File: src/rtl/pkg_complex_counter.sv
// rtl/pkg_complex_counter.sv - count mode encoding shared by the counter and its users
package pkg_complex_counter;
    typedef enum logic [1:0] {
        CNT_HOLD = 2'd0,
        CNT_UP   = 2'd1,
        CNT_DOWN = 2'd2,
        CNT_LOAD = 2'd3
    } count_mode_t;
endpackage

File: src/rtl/bounded_step_counter.sv
// rtl/bounded_step_counter.sv - step counter with runtime limits, wrap/saturate policy, event pulses
// Optional sticky event flag: define BOUNDED_CNT_STICKY_EN.
module bounded_step_counter
    import pkg_complex_counter::*;
#(
    parameter int               WIDTH   = 8,
    parameter logic [WIDTH-1:0] RST_VAL = '0
) (
    input  logic             clk,
    input  logic             rst,
    input  count_mode_t      mode,
    input  logic [WIDTH-1:0] stp,
    input  logic [WIDTH-1:0] ld,
    input  logic [WIDTH-1:0] lo_lim,
    input  logic [WIDTH-1:0] hi_lim,
    input  logic             wrap_en,
`ifdef BOUNDED_CNT_STICKY_EN
    input  logic             clr_sticky,
    output logic             evt_sticky,
`endif
    output logic [WIDTH-1:0] out,
    output logic             at_hi,
    output logic             at_lo,
    output logic             wrap_pulse,
    output logic             sat_pulse,
    output logic             cfg_err
);

    logic [WIDTH-1:0] base;
    logic [WIDTH-1:0] nxt_out;
    logic [WIDTH:0]   sum;
    logic [WIDTH:0]   diff;
    logic             nxt_wrap;
    logic             nxt_sat;

    assign at_hi   = (out == hi_lim);
    assign at_lo   = (out == lo_lim);
    assign cfg_err = (lo_lim > hi_lim);

    always_comb begin
        // Stepping starts from the nearest legal bound when out has drifted outside the range
        base = out;
        if (out < lo_lim) begin
            base = lo_lim;
        end else if (out > hi_lim) begin
            base = hi_lim;
        end
        sum      = {1'b0, base} + {1'b0, stp};
        diff     = {1'b0, base} - {1'b0, stp};
        nxt_out  = out;
        nxt_wrap = 1'b0;
        nxt_sat  = 1'b0;
        if (!cfg_err) begin
            case (mode)
                CNT_UP: begin
                    if (sum > {1'b0, hi_lim}) begin
                        if (wrap_en) begin
                            nxt_out  = lo_lim;
                            nxt_wrap = 1'b1;
                        end else begin
                            nxt_out  = hi_lim;
                            nxt_sat  = 1'b1;
                        end
                    end else begin
                        nxt_out = sum[WIDTH-1:0];
                    end
                end
                CNT_DOWN: begin
                    if (diff[WIDTH] || (diff[WIDTH-1:0] < lo_lim)) begin
                        if (wrap_en) begin
                            nxt_out  = hi_lim;
                            nxt_wrap = 1'b1;
                        end else begin
                            nxt_out  = lo_lim;
                            nxt_sat  = 1'b1;
                        end
                    end else begin
                        nxt_out = diff[WIDTH-1:0];
                    end
                end
                CNT_LOAD: begin
                    if (ld < lo_lim) begin
                        nxt_out = lo_lim;
                        nxt_sat = 1'b1;
                    end else if (ld > hi_lim) begin
                        nxt_out = hi_lim;
                        nxt_sat = 1'b1;
                    end else begin
                        nxt_out = ld;
                    end
                end
                default: begin
                    nxt_out = out;
                end
            endcase
        end
    end

    always_ff @(posedge clk) begin
        if (rst) begin
            out        <= RST_VAL;
            wrap_pulse <= 1'b0;
            sat_pulse  <= 1'b0;
        end else begin
            out        <= nxt_out;
            wrap_pulse <= nxt_wrap;
            sat_pulse  <= nxt_sat;
        end
    end

`ifdef BOUNDED_CNT_STICKY_EN
    always_ff @(posedge clk) begin
        if (rst) begin
            evt_sticky <= 1'b0;
        end else if (nxt_wrap || nxt_sat) begin
            evt_sticky <= 1'b1;
        end else if (clr_sticky) begin
            evt_sticky <= 1'b0;
        end
    end
`endif

endmodule

File: config.mk
export PLATFORM = sky130hd
export DESIGN_NAME = bounded_step_counter
export DESIGN_NICKNAME = d
export VERILOG_FILES = /design/src/rtl/pkg_complex_counter.sv /design/src/rtl/bounded_step_counter.sv
export SDC_FILE = /design/constraint.sdc
export NUM_CORES = 1
export LEC_CHECK = 0
export BUFFER_PORTS_ARGS = -buffer_cell sky130_fd_sc_hd__clkbuf_2
export CAP_MARGIN = 20
export CORE_MARGIN = 4
export CORE_UTILIZATION = 32
export DETAILED_ROUTE_END_ITERATION = 8
export HOLD_SLACK_MARGIN = 0.02
export PLACE_DENSITY = 0.63
export REMOVE_ABC_BUFFERS = 1
export SYNTH_ARGS = -nofsm -noshare
export SYNTH_HDL_FRONTEND = slang
export SYNTH_SLANG_ARGS = --single-unit
File: constraint.sdc
create_clock -name clk -period 5.06 [get_ports clk]
set_clock_uncertainty 0.2 [all_clocks]
set_input_delay 0.506 -clock clk [delete_from_list [all_inputs] [get_ports clk]]
set_output_delay 0.506 -clock clk [all_outputs]
set_load 0.01 [all_outputs]
# Word level (Yosys, flattened, before mapping)
# Cells that the tools add are included.
[word_totals]
reg_bits = 10
output_inout_bits = 13
[classes]
reduce_logical = 4
addsub = 2
n_lt_le_gt_ge = 7
n_bitwise = 1
muxes = 19
n_eq_ne = 5
[ops]
columns = ["op", "count"]
rows = [
  ["$mux 8", 8],
  ["$gt 8x8->1", 3],
  ["$lt 8x8->1", 3],
  ["$pmux 8 s3", 1],
  ["$eq 8x8->1", 2],
  ["$add 8x8->9", 1],
  ["$gt 9x8->1", 1],
  ["$sub 8x8->9", 1],
  ["$mux 1", 8],
  ["$eq 2x2->1 const B", 2],
  ["$pmux 1 s3", 1],
  ["$reduce_bool 3->1", 1],
  ["$eq 2x1->1 const B", 1],
  ["$pmux 1 s2", 1],
  ["$reduce_and 2->1", 1],
  ["$reduce_or 2->1", 1],
  ["$logic_or 1x1->1", 1],
  ["$not 1->1", 1],
]

# Longest topological paths before layout
[logic_depth]
depth_word = 8
mapped_depth = 26
mapped_depth_nobuf = 25

# Worst setup path before layout
# OpenSTA, ideal clock, no wires.
[synth_path]
path_kind = "input to register"
startpoint = "in hi_lim[1]"
endpoint = "reg out[2]"
n_path_buf = 1
setup_slack_ps = 232
setup_ps = 136
arrival_ps = 4493
cell_stages = 25
required_ps = 4724
cell_sequence = "inv_1 -> ha_1 -> nor2b_1 -> o21a_1 -> o21ai_1 -> a21o_1 -> a21oi_4 -> mux2i_1 -> a21o_1 -> ha_1 -> inv_1 -> fa_1 -> nor2b_1 -> o21a_1 -> nor2_1 -> xnor2_1 -> ha_1 -> a21o_1 -> a221oi_1 -> o21ai_1 -> o221ai_2 -> buf_6 -> o211ai_2 -> o211ai_1 -> a311oi_2"
[synth_between]
elab_chain_len = 8
word_cells_on_any_way = 17
[synth_rtl]
columns = ["element", "line", "source"]
rows = [
  ["start, declared", "bounded_step_counter.sv:15", "input logic [WIDTH-1:0] hi_lim,"],
  ["$gt 8x8->1", "bounded_step_counter.sv:45", "end else if (out > hi_lim) begin"],
  ["$mux 8", "bounded_step_counter.sv:45", ""],
  ["$mux 8", "bounded_step_counter.sv:43", "if (out < lo_lim) begin"],
  ["$sub 8x8->9", "bounded_step_counter.sv:49", "diff = {1'b0, base} - {1'b0, stp};"],
  ["$lt 8x8->1", "bounded_step_counter.sv:69", "if (diff[WIDTH] || (diff[WIDTH-1:0] < lo_lim)) begin"],
  ["$logic_or 1x1->1", "bounded_step_counter.sv:69", ""],
  ["$mux 8", "bounded_step_counter.sv:69", ""],
  ["$pmux 8 s3", "bounded_step_counter.sv:54", "case (mode)"],
  ["end signal, assigned", "bounded_step_counter.sv:105", "out <= nxt_out;"],
  ["end, declared", "bounded_step_counter.sv:21", "output logic [WIDTH-1:0] out,"],
]
# Parallel ways exist; a longest one is shown, timed or not.
# A chain may end at the register's enable or synchronous reset.

# Worst setup path in the final report
[layout_path]
startpoint = "in hi_lim[1]"
endpoint = "reg out[4]"
# The elaborated chain is that of the path after synthesis.

==> run metrics <==
Worst Path Required=4990 ps; via total after detailed routing=3593; Placed Area=4030 um^2; cts hold-fix bufs=0; Yosys cell types=57; DR top layer=met4; MaxCap Viol Count=0; DIE HEIGHT=about 110 um; Post-synth EDFFs=0; Leakage=2.20 nW; Avg WL per Cell=between 15 and 20 um; CP Data Arrival Time=approximately 5000 ps; vias in the first global route=approximately 3.4k; TritonCTS buffer count=3; initial drt markers=224; Rows=35; Synth Instances=between 300 and 400; total track usage=0.177; top-area cell type share of the netlist area=0.295; vias per cell=approximately 5.5; Hold WC Path Type=flip-flop to flip-flop; buffers added on ports=49; Slew headroom=0.489; Hold WS=between 300 and 400 ps; syn avg cell area=between 8 and 9 um^2; Clock transition at path regs=about 50 ps; WL met3=642 um; Die ar.=11400 um^2; max frequency=198 MHz; post-synthesis sequential area ratio=0.0639; Met2 Wirelength=between 5 and 6 mm; clock sink count=10; drt first pass iters=6; PD cells=~410 nW/um^2; CTS tree=done; Slew @ Worst Pin=approximately 770 ps; RSZ-0062 raised after global routing=yes; Mapped Area=roughly 3100 um^2; htree depth=1; fin nets=between 600 and 700; Final Util=0.493; Final GP Congestion=slightly below 0.9; ant diodes=0; Crit. End Element=flip-flop; outcome=complete, no violations; Design Area, Final=around 4600 um^2; synth top area cells=ha_1, o211ai_1, dfxtp_1; synthesis warning total=0; max-slew violations=0; post-DP HPWL=8.98 mm; fillers=~950; largest net degree at the start of global routing=33; clock root buffer=clkbuf_8; Multi-input gate area=slightly above 3000 um^2; crit-path max FO=7; ys flop type=dfxtp_1; first-pass GRT wire length=between 15 and 20 mm; register area=~200 um^2; Post-synth ARST share=0; gr ovfl total=0; Area Growth Syn to Fin=47.3%; antenna-violating nets left=0; total power=about 1.9 mW; die width=107 um; layout cells sized above 1=0.409; dpl ws=-510 ps; VDD IR max=between 0.00015 and 0.0002 V; clk_lat worst skew=230 ps; I/O Pins=50; Starting Density=0.334; Yosys reg bits=10; antenna violations before repair=0; largest area contributor in the synthesized netlist=ha_1; count of final setup violators=0; core area=roughly 9400 um^2; M1 WL=roughly 4.7 mm; Startpoint Class=primary input; Final Hold Viols=0; DRC=0; kind of critical path=primary input to flip-flop; maximum clock path buffer count=2; drt total wl=11.4 mm; crit share post-route=0.999; final critical-path setup slack=about 4.7 ps; fin crit period=roughly 5100 ps
[cell usage in the layout (no fill, tap or decap), types with 5 or more instances in the layout]
master / n
a221oi_1: 7
buf_4: 84
a21oi_1: 18
clkbuf_2: 48
nor2_1: 31
nand2_1: 23
nor2b_1: 5
a21oi_2: 6
ha_4: 5
o211ai_1: 27
nand4_1: 10
xnor2_1: 7
mux2i_1: 8
dfxtp_1: 8
inv_1: 35
a21o_1: 10
buf_6: 8
ha_1: 65
o21ai_1: 6
[per-stage QoR]
step / instances / TNS (ps)
floorplan: 374 / -13.9
global placement: 628 / -3130
detailed placement: 628 / -4500
CTS: 632 / 0
global route: 650 / -1330
finish: 650 / 0
[synth_stat cells (5+ instances only)]
cell type,number
ha_1,74
inv_1,37
nor2_1,33
a21oi_1,27
o211ai_1,27
nand2_1,23
mux2i_1,11
a21o_1,10
dfxtp_1,10
nand4_1,10
a221oi_1,8
nor2b_1,8
xnor2_1,8
o21ai_0,7
clkbuf_1,6
a311oi_1,5
nor3_1,5
o21ai_1,5
[area by class of cell]
class / instances / share of cell area
Clock buffer: 4 / 0.0119
Inverter: 37 / 0.0306
Multi-Input combinational cell: 329 / 0.667
Sequential cell: 10 / 0.0439
Tap cell: 129 / 0.0350
Timing Repair Buffer: 141 / 0.211
[routing by layer]
metal / GRT usage / vias to the layer above
li1: - / 1738
met1: 0.234 / 1696
met2: 0.308 / 129
met3: 0.0120 / 30
met4: 0.0539 / 0
met5: 0 / -
[kinds of logic after synthesis]
logic type               synth area share
AO/OA/AOI/OAI                       0.316
XOR/XNOR                           0.0307
adder cells (fa/ha/maj)             0.308
buffers and inverters              0.0699
flip-flops                         0.0639
multiplexers                       0.0639
AND/OR/NAND/NOR                     0.148
[registers in the layout, indices dropped and copies added, names as in the netlist]
| register | count |
|---|---|
| sat_pulse | 1 |
| wrap_pulse | 1 |
| out | 8 |
[report_power, final]
group | leakage (nW) | internal (mW) | switching [mW]
Sequential | 0.0833 | 0.0944 | 0.0176
Combinational | 2.08 | 0.847 | 0.838
Clock | 0.0288 | 0.0686 | 0.0339
Total | 2.20 | 1.01 | 0.889
[worst max-delay path, stage by stage]
cell and delay [ps]:
buf_8 80, inv_4 30, ha_4 250, nor2b_4 120, o21a_1 130, o21ai_2 50, a21o_1 180, a21oi_4 220
buf_6 150, mux2i_2 230, a21oi_1 120, ha_1 220, inv_1 70, fa_1 210, o21bai_2 90, buf_4 150
a2111oi_4 370, xnor2_2 120, ha_1 220, nor4_2 260, o21ai_1 120, nor3_2 170, buf_4 170, o2bb2ai_4 110
buf_6 140, o211ai_1 80, o211ai_1 110, a311oi_1 300
[worst paths after layout]
kind                                 from     end  slack [ps]  depth (start not counted)
worst min register to register     out[4]  out[4]         380                          2
worst max-delay path            hi_lim[1]  out[4]           5                         28
worst max register to register     out[1]  out[4]          10                         24
worst min-delay path               out[4]  out[4]         380                          2
[what timing repair did]
item | in CTS | in global routing
pin swaps | 0 | 30
gates cloned | 0 | 2
buffers inserted | 0 | 16
endpoints found under the setup margin | 10 | 10
gates resized for setup | 9 | 66
No activity file was read; power rests on OpenSTA's default activity.
